`config.mk`:
```
export PLATFORM = sky130hd
export DESIGN_NAME = rle_vram_loader_flat
export DESIGN_NICKNAME = d
export VERILOG_FILES = /design/src/rtl/rle_pkg.sv /design/src/rtl/rle_vram_loader_if.sv /design/src/rtl/edge_detect.sv /design/src/rtl/rle_vram_loader.sv /design/src/flat_wrapper.sv
export SDC_FILE = /design/constraint.sdc
export NUM_CORES = 1
export LEC_CHECK = 0
export BUFFER_PORTS_ARGS = -buffer_cell sky130_fd_sc_hd__buf_2
export CORE_UTILIZATION = 62
export CTS_BUF_LIST = sky130_fd_sc_hd__clkbuf_4
export DETAILED_ROUTE_END_ITERATION = 8
export PLACE_DENSITY_LB_ADDON = 0.3
export SYNTH_ARGS = -nofsm -noshare
export SYNTH_HDL_FRONTEND = slang
export SYNTH_HIERARCHICAL = 1
export SYNTH_SLANG_ARGS = --single-unit
```
`constraint.sdc`:
```
create_clock -name clk -period 4.7 [get_ports clk]
set_clock_uncertainty 0.15 [all_clocks]
set_input_delay 0 -clock clk [delete_from_list [all_inputs] [get_ports clk]]
set_output_delay 0 -clock clk [all_outputs]
set_load 0.02 [all_outputs]
```
`src/rtl/rle_pkg.sv`:
```
// Shared types and constants for the RLE image loaders.
// Control byte: bit 7 selects literal/repeat, bits 6:0 hold the run length minus its minimum.
package rle_pkg;

  typedef enum logic [2:0] {
    IDLE     = 3'd0,
    CTRL     = 3'd1,
    LIT      = 3'd2,
    REP_VAL  = 3'd3,
    REP_FILL = 3'd4
  } state_t;

  localparam int PIXELS         = 320 * 240;
  localparam int RLE_REPEAT_BIT = 7;
  localparam int RLE_LEN_MSB    = 6;
  localparam int LIT_MIN        = 1;
  localparam int REP_MIN        = 2;

endpackage

```
`src/rtl/rle_vram_loader_if.sv`:
```
// HPS ioctl download port plus the VRAM write port and loader status.
// The master side drives the download stream; the slave side is the loader.
interface rle_vram_loader_if #(
  parameter int AW = 17
);
  logic          ioctl_download;
  logic          ioctl_wr;
  logic [7:0]    ioctl_data;
  logic          ioctl_wait;
  logic          vram_we;
  logic [AW-1:0] vram_addr;
  logic [7:0]    vram_data;
  logic          busy;
  logic          done;
  logic          overflow;
  logic          truncated;

  modport master (
    output ioctl_download, ioctl_wr, ioctl_data,
    input  ioctl_wait, vram_we, vram_addr, vram_data, busy, done, overflow, truncated
  );

  modport slave (
    input  ioctl_download, ioctl_wr, ioctl_data,
    output ioctl_wait, vram_we, vram_addr, vram_data, busy, done, overflow, truncated
  );
endinterface

```
`src/rtl/edge_detect.sv`:
```
// Rise/fall detector against the previous-cycle registered level; edges are valid in the
// cycle the input changes. No backpressure.
module edge_detect (
  input  logic clk,
  input  logic reset_n,
  input  logic d,
  output logic rise,
  output logic fall
);
  logic d_q;

  always_ff @(posedge clk or negedge reset_n) begin
    if (!reset_n) d_q <= 1'b0;
    else          d_q <= d;
  end

  assign rise = d & ~d_q;
  assign fall = ~d & d_q;
endmodule

```
`src/rtl/rle_vram_loader.sv`:
```
// RLE decoder from the HPS ioctl stream into linear RGB332 VRAM; literal pixels land one cycle
// after their strobe, repeats fill one pixel per clock while ioctl_wait stalls the HPS.
module rle_vram_loader #(
  parameter int AW     = 17,
  parameter int PIXELS = rle_pkg::PIXELS
) (
  input  logic             clk,
  input  logic             reset_n,
  rle_vram_loader_if.slave bus
);
  import rle_pkg::*;

  localparam logic [AW-1:0] ADDR_END = AW'(PIXELS);

  state_t        state, state_nx;
  logic [7:0]    cnt;
  logic [AW-1:0] addr;
  logic [7:0]    pix_dat;
  logic          pix_lit;
  logic          end_pend;
  logic          busy_q, done_q, overflow_q, truncated_q;
  logic          rise, fall;
  logic          wr;
  logic          pix_vld, pix_in_range;
  logic          done_nx, trunc_set, lit_take, val_take;

  edge_detect u_dl_edge (
    .clk     (clk),
    .reset_n (reset_n),
    .d       (bus.ioctl_download),
    .rise    (rise),
    .fall    (fall)
  );

  assign wr = bus.ioctl_wr;

  always_ff @(posedge clk or negedge reset_n) begin
    if (!reset_n) state <= IDLE;
    else          state <= state_nx;
  end

  always_comb begin
    state_nx = state;
    if (rise) begin
      state_nx = CTRL;
    end else begin
      case (state)
        IDLE:     state_nx = IDLE;
        CTRL:     if (fall)    state_nx = IDLE;
                  else if (wr) state_nx = bus.ioctl_data[RLE_REPEAT_BIT] ? REP_VAL : LIT;
        LIT:      if (fall)                  state_nx = IDLE;
                  else if (wr && cnt == 8'd0) state_nx = CTRL;
        REP_VAL:  if (fall)    state_nx = IDLE;
                  else if (wr) state_nx = REP_FILL;
        // A download end seen mid-fill is held until the fill finishes
        REP_FILL: if (cnt == 8'd0) state_nx = (fall || end_pend) ? IDLE : CTRL;
        default:  state_nx = IDLE;
      endcase
    end
  end

  always_comb begin
    done_nx   = !rise && (state != IDLE) && (state_nx == IDLE);
    trunc_set = !rise && ((fall && (state == LIT || state == REP_VAL)) ||
                          (wr && state == REP_FILL));
    lit_take  = !rise && !fall && wr && (state == LIT);
    val_take  = !rise && !fall && wr && (state == REP_VAL);
  end

  assign pix_vld      = pix_lit || (state == REP_FILL);
  assign pix_in_range = addr < ADDR_END;

  always_ff @(posedge clk or negedge reset_n) begin
    if (!reset_n) begin
      cnt         <= '0;
      addr        <= '0;
      pix_dat     <= '0;
      pix_lit     <= 1'b0;
      end_pend    <= 1'b0;
      busy_q      <= 1'b0;
      done_q      <= 1'b0;
      overflow_q  <= 1'b0;
      truncated_q <= 1'b0;
    end else begin
      busy_q <= (state_nx != IDLE);
      done_q <= done_nx;
      if (rise) begin
        addr        <= '0;
        pix_lit     <= 1'b0;
        end_pend    <= 1'b0;
        overflow_q  <= 1'b0;
        truncated_q <= 1'b0;
      end else begin
        pix_lit  <= lit_take;
        end_pend <= (state == REP_FILL) && (state_nx == REP_FILL) && (end_pend || fall);
        // Address stops at PIXELS; pixels beyond it are dropped but still decoded
        if (pix_vld) begin
          if (pix_in_range) addr <= addr + AW'(1);
          else              overflow_q <= 1'b1;
        end
        if (trunc_set) truncated_q <= 1'b1;
      end
      if (lit_take || val_take) pix_dat <= bus.ioctl_data;
      case (state)
        CTRL:     if (wr)           cnt <= {1'b0, bus.ioctl_data[RLE_LEN_MSB:0]};
        LIT:      if (lit_take)     cnt <= cnt - 8'd1;
        REP_VAL:  if (val_take)     cnt <= cnt + 8'(REP_MIN - LIT_MIN);
        REP_FILL: if (cnt != 8'd0)  cnt <= cnt - 8'd1;
        default:  cnt <= cnt;
      endcase
    end
  end

  assign bus.ioctl_wait = (state == REP_FILL);
  assign bus.vram_we    = pix_vld && pix_in_range;
  assign bus.vram_addr  = addr;
  assign bus.vram_data  = pix_dat;
  assign bus.busy       = busy_q;
  assign bus.done       = done_q;
  assign bus.overflow   = overflow_q;
  assign bus.truncated  = truncated_q;
endmodule

```
`src/flat_wrapper.sv`:
```
// flat-port wrapper written by rule: the top's interface ports become plain ports
module rle_vram_loader_flat import rle_pkg::*;
#(
  parameter int AW     = 17,
  parameter int PIXELS = rle_pkg::PIXELS
)
  (clk, reset_n, bus_ioctl_download, bus_ioctl_wr, bus_ioctl_data, bus_ioctl_wait, bus_vram_we, bus_vram_addr, bus_vram_data, bus_busy, bus_done, bus_overflow, bus_truncated);
  rle_vram_loader_if #(.AW(AW)) bus_i ();
  input  logic clk;
  input  logic reset_n;
  input wire logic [$bits(bus_i.ioctl_download)-1:0] bus_ioctl_download;
  input wire logic [$bits(bus_i.ioctl_wr)-1:0] bus_ioctl_wr;
  input wire logic [$bits(bus_i.ioctl_data)-1:0] bus_ioctl_data;
  output wire logic [$bits(bus_i.ioctl_wait)-1:0] bus_ioctl_wait;
  output wire logic [$bits(bus_i.vram_we)-1:0] bus_vram_we;
  output wire logic [$bits(bus_i.vram_addr)-1:0] bus_vram_addr;
  output wire logic [$bits(bus_i.vram_data)-1:0] bus_vram_data;
  output wire logic [$bits(bus_i.busy)-1:0] bus_busy;
  output wire logic [$bits(bus_i.done)-1:0] bus_done;
  output wire logic [$bits(bus_i.overflow)-1:0] bus_overflow;
  output wire logic [$bits(bus_i.truncated)-1:0] bus_truncated;
  assign bus_i.ioctl_download = bus_ioctl_download;
  assign bus_i.ioctl_wr = bus_ioctl_wr;
  assign bus_i.ioctl_data = bus_ioctl_data;
  assign bus_ioctl_wait = bus_i.ioctl_wait;
  assign bus_vram_we = bus_i.vram_we;
  assign bus_vram_addr = bus_i.vram_addr;
  assign bus_vram_data = bus_i.vram_data;
  assign bus_busy = bus_i.busy;
  assign bus_done = bus_i.done;
  assign bus_overflow = bus_i.overflow;
  assign bus_truncated = bus_i.truncated;
  rle_vram_loader #(.AW(AW), .PIXELS(PIXELS)) u_core (.clk(clk), .reset_n(reset_n), .bus(bus_i));
endmodule
```
==> results of run 1 <==
## synth_stat cells (all sizes together)
library cell  number  area share, %
nor2              34            5.7
and3               2           0.59
nand3              4           0.86
o221a              1           0.48
o21bai             1           0.32
o2111ai            1           0.38
nor2b              4            1.1
nand2b             3           0.80
and2b              1           0.38
a221oi             1           0.38
ha                 7            3.8
a22o               1           0.38
o211ai             1           0.32
clkbuf             4           0.64
dfrtp             43             46
mux2               9            4.3
or4                4            1.3
o32ai              2            1.1
or3                4            1.1
a211oi             3            1.2
nor3               5            1.3
xnor2              5            1.9
a31oi              6            1.6
a21oi             16            3.6
or3b               1           0.38
xor2              10            3.8
buf                4            1.4
nand4b             1           0.38
or2                1           0.27
fa                 1           0.86
mux2i              2           0.86
nand4              6            1.6
nand2             27            4.3
a21o               4            1.3
o2111a             1           0.48
o21ai             11            2.4
a31o               1           0.38
a211o              3            1.1
inv                7            1.1
## where the power goes
part	switching, mW	leakage [nW]	internal [mW]
sequential	0.0423	0.562	0.420
combinational	0.159	0.759	0.122
clock	0.119	0.0426	0.109
## cells by family after synthesis
group / count (synthesis) / share of synthesized area (%)
and+or+nand+nor: 97 / 19.99
xor gates and xnor gates: 15 / 5.627
adders and majority gates: 8 / 4.609
DFF: 43 / 46.09
muxes: 11 / 5.198
buffers and inverters: 15 / 3.162
AOI/OAI and AO/OA: 53 / 15.33
## critical path, cell delays in order, from the launching register on
cell,delay [ns]
dfrtp_1,0.50
nand2b_1,0.28
o21ai_0,0.78
ha_1,0.44
a21o_1,0.21
a21oi_1,0.18
a21oi_1,0.15
or4_1,0.53
o221a_2,0.14
nand2_1,0.06
## metrics by stage
| stage | total power, mW | instances | utilization [%] |
|---|---|---|---|
| finish | 0.9713 | 342 | 79.26 |
| CTS | 0.9736 | 342 | 79.26 |
| global placement | 0.7259 | 323 | 73.88 |
| detailed placement | 0.7377 | 323 | 73.88 |
| global route | 1.024 | 342 | 79.26 |
| floorplan | 0.6577 | 242 | - |
## path summary, 6_finish.rpt
check | end | cells past startpoint | from
max | u_core/cnt[7]$_DFFE_PN0P_ | 9 | u_core/state[2]$_DFF_PN0_
min | u_core/bus.vram_addr[10]$_DFFE_PN0P_ | 2 | reset_n
min reg2reg | u_core/bus.vram_data[7]$_DFFE_PN0P_ | 1 | u_core/bus.vram_data[7]$_DFFE_PN0P_
max in group asynchronous | u_core/bus.vram_addr[5]$_DFFE_PN0P_ | 2 | reset_n
min in group clk | u_core/u_dl_edge/d_q$_DFF_PN0_ | 2 | bus_ioctl_download
max reg2reg | u_core/cnt[7]$_DFFE_PN0P_ | 9 | u_core/state[2]$_DFF_PN0_
## layout make-up
class / count / share of cell area [%]
flip-flops and latches: 43 / 39.14
clock buffers: 5 / 1.365
repair buffers: 54 / 11.93
clock inverters: 3 / 1.411
multi-input cells: 184 / 43.10
well taps: 46 / 2.094
inverters: 7 / 0.9558
## flip-flops by register name, indices dropped and copies added, names as in the netlist
register	cells
u_core/pix_lit	1
u_core/bus.overflow	1
u_core/end_pend	1
u_core/u_dl_edge/d_q	1
u_core/cnt	8
u_core/bus.busy	1
u_core/state	3
u_core/bus.done	1
u_core/bus.vram_data	8
u_core/bus.vram_addr	17
u_core/bus.truncated	1
## timing repair
item	4_1_cts	5_1_grt
hold buffers	11	0
setup endpoints to repair	0	0
buffers inserted	0	0
hold endpoints to repair	63	0
## routing by layer
layer	share of wire (%)	vias up	GRT usage (%)
met5	0	-	0
met4	0.75	0	7.670
met3	5.9	4	7.609
met2	50	69	45.35
met1	43	948	36.79
li1	-	964	-
==> results_dict.tcl, run 1 <==
set metrics [dict create \
    cts_resized 0 \
    final_cell_mix "dfrtp_1 (43), buf_2 (42), nor2_1 (32), nand2_1 (27), a21oi_1 (15)" \
    cts_tree "yes" \
    firstDrtPassIters 4 \
    drc 0 \
    place.gp.congestion 0.8762 \
    hold_viol 0 \
    root_buffer "clkbuf_4" \
    worstPathRequired_ns 4.85 \
    clock_path_buffers 2 \
    die_width_um 63.37 \
    synthesis.area_um2 2335 \
    layout_commonest_cell "dfrtp_1" \
    insertion_delay_ns 0.36 \
    min_period_ns 3.474 \
    numCtsBuffers 5 \
    ir_worst_vdd_mv 0.2633 \
    core-area_um2 3468 \
    io_buffers 42 \
    path_max_fanout 9 \
    setup_tns_ns 0 \
    design.portCount 43 \
    p_per_area_nw_per_um2 353.3 \
    placementRows 21 \
    max_slew_margin_pct 27.24 \
    grt_max_degree 44 \
    leakagePower_nw 1.364 \
    drive_gt1_share_pct 23.65 \
    ant_nets 0 \
    rsz0062_at_grt "false" \
    n_fill_cell 240 \
    holdWs_ns 0.1460 \
    start_util_pct 67.32 \
    seqCellArea_um2 1076 \
    dieArea_um2 4015 \
    num_antenna_cells 0 \
    end_kind "flip-flop" \
    setup_ws_ns 1.226 \
    wirelength_mm 5.037 \
    cts_sinks 43 \
    grt_pass1_wl_mm 8.597 \
    via_count 1985 \
    nets 315 \
    clock.fmax_mhz 287.9 \
    vias_per_cell 5.804 \
    grt_pass1_vias 1897 \
    grt_usage_pct 27.96 \
    maxSlewViolCount 0 \
    routedWlPerCell_um 14.73 \
    clkTransAtPathRegs_ns 0.13 \
    hpwl_mm 3.431 \
    outcome "finished clean" \
    critPathKind "reg -> reg" \
    grt_overflow 0 \
    final_cell_area_um2 2749 \
    fin_crit_sh_pct 73.91 \
    yosysWarnings 6 \
    yosysSeqAreaShare_pct 46.09 \
    drv_cap 0 \
    htreeDepth 2 \
    syn_area_per_cell_um2 9.648 \
    synth_cell_types 46 \
    die_h_um 63.37 \
    syn_inst 242 \
    grt_antenna_before_repair 0 \
    synth_nets 262 \
    setup_viol 0 \
    cp.arrival_ns 3.63 \
    hold_class "in -> async" \
    r2r_slack_ns 1.23 \
    place_ws_ns 1.375 \
    worst_pin_slew_ns 1.091 \
    multi_input_comb_area_um2 1185 \
    area_growth_pct 17.74 \
    place_area_um2 2562 \
    drt_iter0_markers 113 \
    start_kind "flip-flop" \
    ys_ff_latch 43 \
]
Note: power is estimated with default switching activity, not from simulation.
==> run 2, diff against run 1 <==
Settings changed: ABC_AREA set to 1, CORE_UTILIZATION 62 to 53.
Clock period 4.7 ns to 3.1 ns, I/O delays scaled along.
==> run 2 against run 1 <==
Final area grew 16%. First-iteration DRC count is 110% higher. Critical path depth is 2 higher. Non-clock buffer count unchanged. Area after synthesis rose by 18%. Die area is 37% higher. Synthesized cell count is 56% higher. Wire length is 27% higher. Combinational power rose by 53%. Cell count is 46% higher. Critical endpoint unchanged. Largest cell class unchanged.
==> results_dict.tcl, run 2 <==
set metrics [dict create \
    wirelength_mm 6.393 \
    synth_top_area_share_pct 38.90 \
    synth_mux_area_share_pct 0.8141 \
    layout_commonest_cell "nand2_1" \
    clock_path_buffers 2 \
    num_antenna_cells 0 \
    synth_compound_area_share_pct 9.136 \
    end_kind "flip-flop" \
    critPathKind "reg -> reg" \
    syn_inst 377 \
    cpMaxStageDelayCell "dfrtp_1" \
    ys_ff_latch 43 \
    place.gp.congestion 0.8927 \
    grt_max_degree 44 \
    place_ws_ns 0.6773 \
    placementRows 25 \
    die_width_um 74.25 \
    synthAdderAreaFrac_pct 3.890 \
    setup_tns_ns 0 \
    grt_antenna_before_repair 0 \
    synth_top_cell_by_area "dfrtp_1" \
    routedWlPerCell_um 12.76 \
    design.portCount 43 \
    clkTransAtPathRegs_ns 0.13 \
    final_cell_mix "nand2_1 (121), inv_1 (43), dfrtp_1 (43), buf_2 (42), nor2_1 (30)" \
    synthFlopType "dfrtp_1" \
    crit_chain "nand2_4, o21ai_2, ha_1, a21oi_1, o21ai_0, inv_1, nand2_1, nand2_1, nand2_1, nand2_1, nand2_1" \
    numCtsBuffers 5 \
    synth_top_family_by_area "simple AND/OR/NAND/NOR gates" \
    setup_viol 0 \
    cp.arrival_ns 2.55 \
    via_count 2686 \
    cts_sinks 43 \
    firstDrtPassIters 5 \
    hold_class "in -> async" \
    fin_cells 501 \
    start_util_pct 56.69 \
    p_per_area_nw_per_um2 446.2 \
    io_buffers 42 \
    largest_register_ffs 17 \
    grt_pass1_vias 2353 \
    drive_gt1_share_pct 17.97 \
    grt_usage_pct 24.78 \
    rsz0062_at_grt "false" \
    post-cts-setup-buffers 0 \
    dieArea_um2 5512 \
    leakagePower_nw 1.691 \
    syn_area_per_cell_um2 7.338 \
    htreeDepth 2 \
    min_period_ns 2.456 \
    root_buffer "clkbuf_4" \
    hold_viol 0 \
    fin_crit_sh_pct 79.23 \
    nets 453 \
    yosysMostFrequentCell "nand2_1" \
    synth_nets 397 \
    clock.fmax_mhz 407.1 \
    synthesis.area_um2 2766 \
    maxSlewViolCount 0 \
    worst_pin_slew_ns 0.9455 \
    drc 0 \
    cts_tree "yes" \
    grt_overflow 0 \
    post-place-cells 482 \
    vias_per_cell 5.361 \
    grt_pass1_wl_mm 10.50 \
    outcome "finished clean" \
    synth-simple-area-share_pct 35.87 \
    start_kind "flip-flop" \
    area_growth_pct 15.15 \
    hpwl_mm 4.721 \
    ys_top_cells_by_area "dfrtp_1 (39%), nand2_1 (16%), inv_1 (5.8%)" \
    place_area_um2 3018 \
    ir_worst_vdd_mv 0.4473 \
    worstPathRequired_ns 3.19 \
    insertion_delay_ns 0.34 \
    max_stage_delay_ns 0.65 \
    synth_cell_types 37 \
    final_cell_area_um2 3186 \
    synth_edf_count 0 \
    yosysWarnings 6 \
    drt_iter0_markers 237 \
    crit_top_cell "nand2_1" \
    max_slew_margin_pct 36.97 \
    die_h_um 74.25 \
    synthXorXnorAreaFrac_pct 1.900 \
    core-area_um2 4880 \
    drv_cap 0 \
    yosysSeqAreaShare_pct 38.90 \
    ant_nets 0 \
    async_flop_share_pct 100.0 \
    path_max_fanout 9 \
    synthTopCellsByCount "nand2_1 (121), dfrtp_1 (43), inv_1 (43), nor2_1 (30), nand3_1 (26)" \
    setup_ws_ns 0.6438 \
]
[run 2: cell count changes in the layout (fill, tap and decap cells not counted), sizes merged, moves of 5 or more]
cell,previous run,this run
nand2,27,126
inv,7,52
nand3,4,27
o21ai,11,32
nand4,6,18
mux2,9,2
a21oi,16,10
xor2,10,4
a31oi,6,1
[run 2: power breakdown]
part | leakage (nW) | total [mW] | switching, mW | internal (mW)
Combinational | 1.08 | 0.431 | 0.269 | 0.162
Clock | 0.0361 | 0.280 | 0.173 | 0.106
Sequential | 0.574 | 0.711 | 0.0740 | 0.637
[run 2: layout make-up]
type / count / area [µm²]
inverters: 52 / 212.7
flip-flops and latches: 43 / 1076
repair buffers: 54 / 327.8
fillers: 451 / 1694
multi-input cells: 277 / 1428
clock inverters: 1 / 5.005
well taps: 67 / 83.83
clock buffers: 7 / 52.55
[run 2: cell families after synthesis]
group,after synthesis
compound gates,47
xor+xnor,6
fa+ha+maj,8
buf+inv,57
flops,43
mux,2
simple gates,214
[run 2: per-layer routing]
metal	track usage, %	vias to the layer above	wire length, µm
met2	40.51	101	2970
met1	34.62	1250	3008
met3	3.930	6	361
met4	5.870	0	52
met5	0	-	0
li1	-	1329	-
[run 2: timing repair]
item / CTS / global route
hold buffers: 11 / 0
resized for setup: 0 / 0
endpoints found under the hold margin: 63 / 0
[run 2: worst paths after layout]
check | slack [ns] | from | end | depth (start not counted)
worst max-delay path | 0.64 | u_core/state[1]$_DFF_PN0_ | u_core/cnt[7]$_DFFE_PN0P_ | 11
worst min-delay path | 0.17 | reset_n | u_core/bus.vram_data[1]$_DFFE_PN0P_ | 2
worst max register to register | 0.64 | u_core/state[1]$_DFF_PN0_ | u_core/cnt[7]$_DFFE_PN0P_ | 11
worst min register to register | 0.36 | u_core/bus.vram_data[1]$_DFFE_PN0P_ | u_core/bus.vram_data[1]$_DFFE_PN0P_ | 2
max in group asynchronous | 2.04 | reset_n | u_core/cnt[0]$_DFFE_PN0P_ | 2
min in group clk | 0.18 | bus_ioctl_download | u_core/u_dl_edge/d_q$_DFF_PN0_ | 2
[run 2: per-stage QoR]
| step | power, mW | hold WS [ns] | utilization (%) |
|---|---|---|---|
| after CTS | 1.434 | 0.1503 | 65.28 |
| after global placement | 1.132 | -0.01224 | 61.85 |
| after floorplan | 1.020 | -0.4456 | - |
| after global routing | 1.532 | 0.1840 | 65.28 |
| after detailed placement | 1.142 | -0.01031 | 61.85 |
| final | 1.421 | 0.1694 | 65.28 |
[run 2: worst max-delay path, delay by kind of cell, from the launching register on]
| family | cells | cell delay (ns) |
|---|---|---|
| AO/OA/AOI/OAI | 3 | 0.76 |
| adder cells (fa/ha/maj) | 1 | 0.36 |
| buffers and inverters | 1 | 0.07 |
| flip-flops | 1 | 0.65 |
| AND/OR/NAND/NOR | 6 | 0.35 |
